**src/rtl/sw_input_pkg.sv**
```systemverilog
// Shared types and constants for the switch debounce/sampling front end.
package sw_input_pkg;

    typedef enum logic [0:0] {
        STABLE   = 1'b0,
        SETTLING = 1'b1
    } state_t;

    localparam int STABLE_CYCLES_DEFAULT = 1000;
    localparam int SIM_STABLE_CYCLES     = 4;

endpackage

```
**src/rtl/sync_2ff.sv**
```systemverilog
// Two-stage synchronizer for asynchronous level inputs; latency 2 cycles, no backpressure.
// Both stages clear to 0 on synchronous active-high reset.
module sync_2ff #(
    parameter int WIDTH = 1
) (
    input  logic             clk,
    input  logic             rst,
    input  logic [WIDTH-1:0] d,
    output logic [WIDTH-1:0] q
);

    logic [WIDTH-1:0] s1_q;
    logic [WIDTH-1:0] s2_q;

    always_ff @(posedge clk) begin
        if (rst) begin
            s1_q <= '0;
            s2_q <= '0;
        end else begin
            s1_q <= d;
            s2_q <= s1_q;
        end
    end

    assign q = s2_q;

endmodule

```
**src/rtl/sw_debounce_sampler.sv**
```systemverilog
// Debounces {raw_en, raw_data} as one vector; commit STABLE_CYCLES+2 cycles after a clean step, no backpressure.
// Optional change counter output built when SW_DEBOUNCE_STATS_EN is defined.
module sw_debounce_sampler
    import sw_input_pkg::*;
#(
    parameter int WIDTH         = 8,
    parameter int STABLE_CYCLES = STABLE_CYCLES_DEFAULT
) (
    input  logic             clk,
    input  logic             rst,
    input  logic [WIDTH-1:0] raw_data,
    input  logic             raw_en,
    output logic [WIDTH-1:0] data_out,
    output logic             en_out,
    output logic             change_pulse,
`ifdef SW_DEBOUNCE_STATS_EN
    output logic             busy,
    output logic [7:0]       change_count
`else
    output logic             busy
`endif
);

    localparam int VW    = WIDTH + 1;
    localparam int CNT_W = $clog2(STABLE_CYCLES);
    localparam logic [CNT_W-1:0] CNT_MAX = CNT_W'(STABLE_CYCLES - 1);

    logic [VW-1:0]    sync_vec;
    logic [VW-1:0]    cand_q, cand_d;
    logic [VW-1:0]    comm_q, comm_d;
    logic [CNT_W-1:0] cnt_q, cnt_d;
    logic             pulse_q, pulse_d;
    state_t           state_q, state_d;

    sync_2ff #(
        .WIDTH(VW)
    ) u_sync (
        .clk(clk),
        .rst(rst),
        .d  ({raw_en, raw_data}),
        .q  (sync_vec)
    );

    always_comb begin
        cand_d  = cand_q;
        comm_d  = comm_q;
        cnt_d   = cnt_q;
        state_d = state_q;
        pulse_d = 1'b0;
        case (state_q)
            STABLE: begin
                if (sync_vec != comm_q) begin
                    cand_d  = sync_vec;
                    cnt_d   = '0;
                    state_d = SETTLING;
                end
            end
            SETTLING: begin
                // Any bounce restarts the whole window on the new vector.
                if (sync_vec != cand_q) begin
                    cand_d = sync_vec;
                    cnt_d  = '0;
                end else if (cnt_q == CNT_MAX) begin
                    state_d = STABLE;
                    if (cand_q != comm_q) begin
                        comm_d  = cand_q;
                        pulse_d = 1'b1;
                    end
                end else begin
                    cnt_d = cnt_q + 1'b1;
                end
            end
            default: state_d = STABLE;
        endcase
    end

    always_ff @(posedge clk) begin
        if (rst) begin
            cand_q  <= '0;
            comm_q  <= '0;
            cnt_q   <= '0;
            pulse_q <= 1'b0;
            state_q <= STABLE;
        end else begin
            cand_q  <= cand_d;
            comm_q  <= comm_d;
            cnt_q   <= cnt_d;
            pulse_q <= pulse_d;
            state_q <= state_d;
        end
    end

`ifdef SW_DEBOUNCE_STATS_EN
    logic [7:0] count_q;

    always_ff @(posedge clk) begin
        if (rst) begin
            count_q <= 8'd0;
        end else if (pulse_d) begin
            count_q <= count_q + 8'd1;
        end
    end

    assign change_count = count_q;
`endif

    assign data_out     = comm_q[WIDTH-1:0];
    assign en_out       = comm_q[WIDTH];
    assign change_pulse = pulse_q;
    assign busy         = (state_q == SETTLING);

endmodule

```
**config.mk**
```make
export PLATFORM = sky130hd
export DESIGN_NAME = sw_debounce_sampler
export DESIGN_NICKNAME = d
export VERILOG_FILES = /design/src/rtl/sw_input_pkg.sv /design/src/rtl/sync_2ff.sv /design/src/rtl/sw_debounce_sampler.sv
export SDC_FILE = /design/constraint.sdc
export NUM_CORES = 1
export LEC_CHECK = 0
export ABC_AREA = 1
export ABC_CLOCK_PERIOD_IN_PS = 3800
export BUFFER_PORTS_ARGS = -buffer_cell sky130_fd_sc_hd__buf_2
export CORE_UTILIZATION = 39
export CTS_BUF_LIST = sky130_fd_sc_hd__clkbuf_8
export CTS_CLUSTER_DIAMETER = 120
export DETAILED_ROUTE_END_ITERATION = 6
export PLACE_DENSITY = 0.57
export SLEW_MARGIN = 10
export SYNTH_ARGS = -nofsm -noshare
export SYNTH_HDL_FRONTEND = slang
export SYNTH_HIERARCHICAL = 1
export SYNTH_SLANG_ARGS = --single-unit
```
**constraint.sdc**
```tcl
create_clock -name clk -period 3.8 [get_ports clk]
set_clock_uncertainty 0.1 [all_clocks]
set_input_delay 0.57 -clock clk [delete_from_list [all_inputs] [get_ports clk]]
set_output_delay 0.57 -clock clk [all_outputs]
set_load 0.02 [all_outputs]
```
# Word level (Yosys, flattened, before mapping)
# Index checks and enable logic that the tools add are counted.
# Widths: inputs -> output; s select.
# totals
word_cells	34
latch_bits	0
in_bits	11
ff_bits	48
mem_count	0
rom_bits	0
output_inout_bits	11
ram_bits	0
# op_classes
n_mux	12
n_reduce_logical	4
magnitude_cmp	0
add_sub_neg	1
n_shift	0
bitwise	3
n_eq_ne	7
div	0
mul	0
# op_table
op	n
$mux 10	3
$ne 9x9->1	3
$pmux 10 s2	1
$mux 9	2
$pmux 9 s2	1
$add 10x1->10 const B	1
$eq 10x10->1 const B	1
$mux 1	4
$reduce_and 2->1	2
$reduce_and 4->1	1
$reduce_or 4->1	1
$ne 3x3->1 const B	1
$not 1->1	3
$ne 2x1->1 const B	1
$ne 2x2->1 const B	1
$pmux 1 s2	1

# Longest topological paths before layout
# logic_depth
ltp_word	4
depth_mapped	12

# Cells and area by module
# The synthesis kept the hierarchy.
# by_module_without_submodules
module	n_inst	cells_each	area_per_inst_um2
sw_debounce_sampler	1	325	1919.3
sync_2ff	1	56	521.8

# Worst setup path after synthesis
# Ideal clock, no wire load.
# synth_timing
path_type	register to register
start	register comm_q[0]
end	register cand_q[0]
period_less_slack_ns	1.690
arrival_ns	1.472
slack_ns	2.110
stages_incl_launch_ff	12
cell_sequence	dfxtp_1 > inv_1 > nand2_1 > nand2_1 > nor2_1 > nand2_1 > nor2_2 > nand2_2 > and2_4 > buf_6 > o21ai_0 > nor2_1
# synth_via
elab_chain_cells	3
# synth_lines
element	line	rtl
start, declared	sw_debounce_sampler.sv:30	logic [VW-1:0] comm_q, comm_d;
start signal, assigned	sw_debounce_sampler.sv:86	comm_q <= comm_d;
$ne 9x9->1	sw_debounce_sampler.sv:52	if (sync_vec != comm_q) begin
$ne 2x2->1 (no source line)	--	
$reduce_and 2->1 (no source line)	--	
end signal, assigned	sw_debounce_sampler.sv:85	cand_q <= cand_d;
end, declared	sw_debounce_sampler.sv:29	logic [VW-1:0] cand_q, cand_d;
# No other way between the ends.
# A chain may end at the register's enable or synchronous reset.

# Worst setup path in the final report
# layout_timing
start	register cnt_q[0]
end	register cnt_q[2]
# layout_via
elab_chain_cells	4
elab_cells_between_ends	7
cone_classes	1 x add/sub; 2 x eq/ne; 3 x mux; 1 x reduce/logical
# layout_lines
element	line	rtl
start, declared	sw_debounce_sampler.sv:31	logic [CNT_W-1:0] cnt_q, cnt_d;
start signal, assigned	sw_debounce_sampler.sv:87	cnt_q <= cnt_d;
$add 10x1->10	sw_debounce_sampler.sv:70	cnt_d = cnt_q + 1'b1;
$mux 10	sw_debounce_sampler.sv:63	end else if (cnt_q == CNT_MAX) begin
$mux 10	sw_debounce_sampler.sv:60	if (sync_vec != cand_q) begin
$pmux 10 s2	sw_debounce_sampler.sv:50	case (state_q)
# Parallel ways exist; a longest one is shown, timed or not. The select of a mux whose other input is x is not followed.

==> flow_summary.ini <==
[placement]
dp_hpwl_um = 3770
routabilityCongestion = 0.846
placed_cells = 468
dpl_worst_slack_ns = 1.70
place_area_um2 = 2560
numPortBuffers = 21

[global_routing]
first_global_vias = 1885
grt_start_max_net_pins = 28
antenna_found_initial = 0
grt_usage_pct = 17.9
grt.overflow.total = 0
grt_pass1_wl_um = 8760

[hold_path]
hold_path_class = reg -> reg
min-delay-start = u_sync/s1_q[7]$_SDFF_PP0_

[floorplanning]
dieWidth_um = 81.1
fp.dieH_um = 81.1
io_pins = 22
start_util_pct = 40.7
core_um2 = 5990
rows = 28
die_area_um2 = 6580

[cts]
clk_pin_slew_ns = 0.09
cts_hold_buf = 0
worstSkewPairLatency_ns = 0.31
cts-htree-levels = 2
cts_buffers = 5
clock_sinks = 48
post_cts_buffers = 0
cts_tree = yes
clk_path_buf_depth = 2
ctsResizeCount = 0
clockRootBuffer = clkbuf_8

[critical_path]
r2r_start = cnt_q[0]$_SDFFE_PP0P_
critPathSlowestCell = dfxtp_1
crit_top_cell = nand2_1
worstPathArrival_ns = 2.22
cp_cell_sequence = ha_1, nand2_1, nor3_4, nand3_2, nand2_4, inv_1, nand2_1, nand2_1, nor2_1
cp-startpoint = cnt_q[0]$_SDFFE_PP0P_
critPathRequiredTime_ns = 3.95
cp-start-kind = flip-flop
slowest_delay_ns = 0.38
worstSetupPathType = reg -> reg
worstPathMaxFanout = 17
end_kind = flip-flop

[finish]
final_common_cell = nand2_1
drive_gt1_share_pct = 11.0
area_growth_pct = 8.82
layout_common_cells = nand2_1 (108), nor2_1 (80), inv_1 (62)
fillCellCount = 650
nets = 412
fin_area_um2 = 2660
insertedDiodeCount = 0
instances_no_fill = 476

[sta]
holdWs_ns = 0.302
setup_viol = 0
clock.fmax_mhz = 484
rsz0062_at_grt = no
maxSlewHeadroom_pct = 48.4
worst-slew-pin-transition_ns = 0.773
fin_setup_tns_ns = 0
min_period_ns = 2.07
finalCritPeriodShare_pct = 54.4
drv_slew = 0
layout_setup_ws_ns = 1.73
hold_viol = 0

[route]
routedWlPerCell_um = 11.0
wl_um = 5230
ant_nets = 0
dr.pass1.iters = 4
post-route-drc-count = 0
vias = 2185
vias_per_cell = 4.59
drt_iter0_markers = 96

[synth]
netlist_area_um2 = 2440
synthCells = 381
ys_ff_latch = 48
synth-seq-area-share_pct = 39.4
syn_avg_cell_area_um2 = 6.41
ys_types = 29
synth_warnings = 6
synthesis.nets = 393

[run]
drv_cap = 0

[status]
status = complete, no violations

[pwr]
p_per_area_nw_per_um2 = 390
worst_ir_drop_vdd_mv = 0.184
power_leakage_nw = 1.35
-- worst max-delay path, delay by kind of cell (launching register included) --
family,cells,cell delay (ns)
adders and majority gates,1,0.20
DFF,1,0.38
buffers and inverters,1,0.14
and+or+nand+nor,7,1.20
-- routing by layer --
metal	global-route usage, %	share of wire [%]	vias to the layer above
li1	-	-	1180
met1	24.4	50	955
met2	27.6	44	41
met3	3.48	4.2	9
met4	6.96	1.9	0
met5	0	0	-
-- per-stage QoR --
stage,total power [mW],util [%]
2_1_floorplan,0.695,-
3_3_place_gp,0.729,42.8
3_5_place_dp,0.729,42.8
4_1_cts,1.05,44.3
5_1_grt,1.09,44.3
6_report,1.04,44.3
-- worst paths after layout --
path         slack, ns                      to  depth (start not counted)
min reg2reg       0.30  u_sync/q[7]$_SDFF_PP0_                          2
min               0.30  u_sync/q[7]$_SDFF_PP0_                          2
max               1.73   cnt_q[2]$_SDFFE_PP0P_                          9
max reg2reg       1.73   cnt_q[2]$_SDFFE_PP0P_                          9
-- state kept, by name (all words and copies together), names as in the netlist --
| name | flops |
|---|---|
| u_sync/q | 9 |
| change_pulse | 1 |
| u_sync/s1_q | 9 |
| comm_q | 9 |
| cnt_q | 10 |
| busy | 1 |
| cand_q | 9 |
-- power breakdown --
part | internal, mW | switching [mW]
sequential | 0.526 | 0.0247
clock | 0.146 | 0.175
combinational | 0.0594 | 0.106
-- synthesized netlist by cell type (all sizes together) --
| master | n | area share (%) |
|---|---|---|
| nand2 | 110 | 17 |
| nor2 | 87 | 15 |
| inv | 64 | 9.8 |
| dfxtp | 48 | 39 |
| nand3 | 18 | 4.4 |
| o21ai | 13 | 2.7 |
| nor3 | 12 | 2.9 |
| buf | 7 | 2.9 |
| nand4 | 6 | 1.5 |
| a21oi | 3 | 0.61 |
| and2 | 3 | 0.87 |
| clkbuf | 2 | 0.31 |
| o22ai | 2 | 0.51 |
| xnor2 | 2 | 0.72 |
| xor2 | 2 | 0.72 |
| ha | 1 | 0.51 |
| o211ai | 1 | 0.31 |
-- kinds of logic after synthesis --
family                   Yosys count  synth area share (%)
flip-flops                        48                  39.4
AO/OA/AOI/OAI                     19                  4.10
buffers and inverters             73                  13.0
adder cells (fa/ha/maj)            1                 0.512
AND/OR/NAND/NOR                  236                  41.6
XOR/XNOR                           4                  1.44
-- layout make-up --
cell class,instances,area [µm²],share of cell area (%)
clock buffer,6,82.6,3.11
clock inverter,2,11.3,0.424
sequential,48,961,36.2
timing repair buffer,21,105,3.96
multi-input combinational,260,1160,43.8
inverter,64,240,9.04
tap,75,93.8,3.53
(Power assumes the default switching activity.)
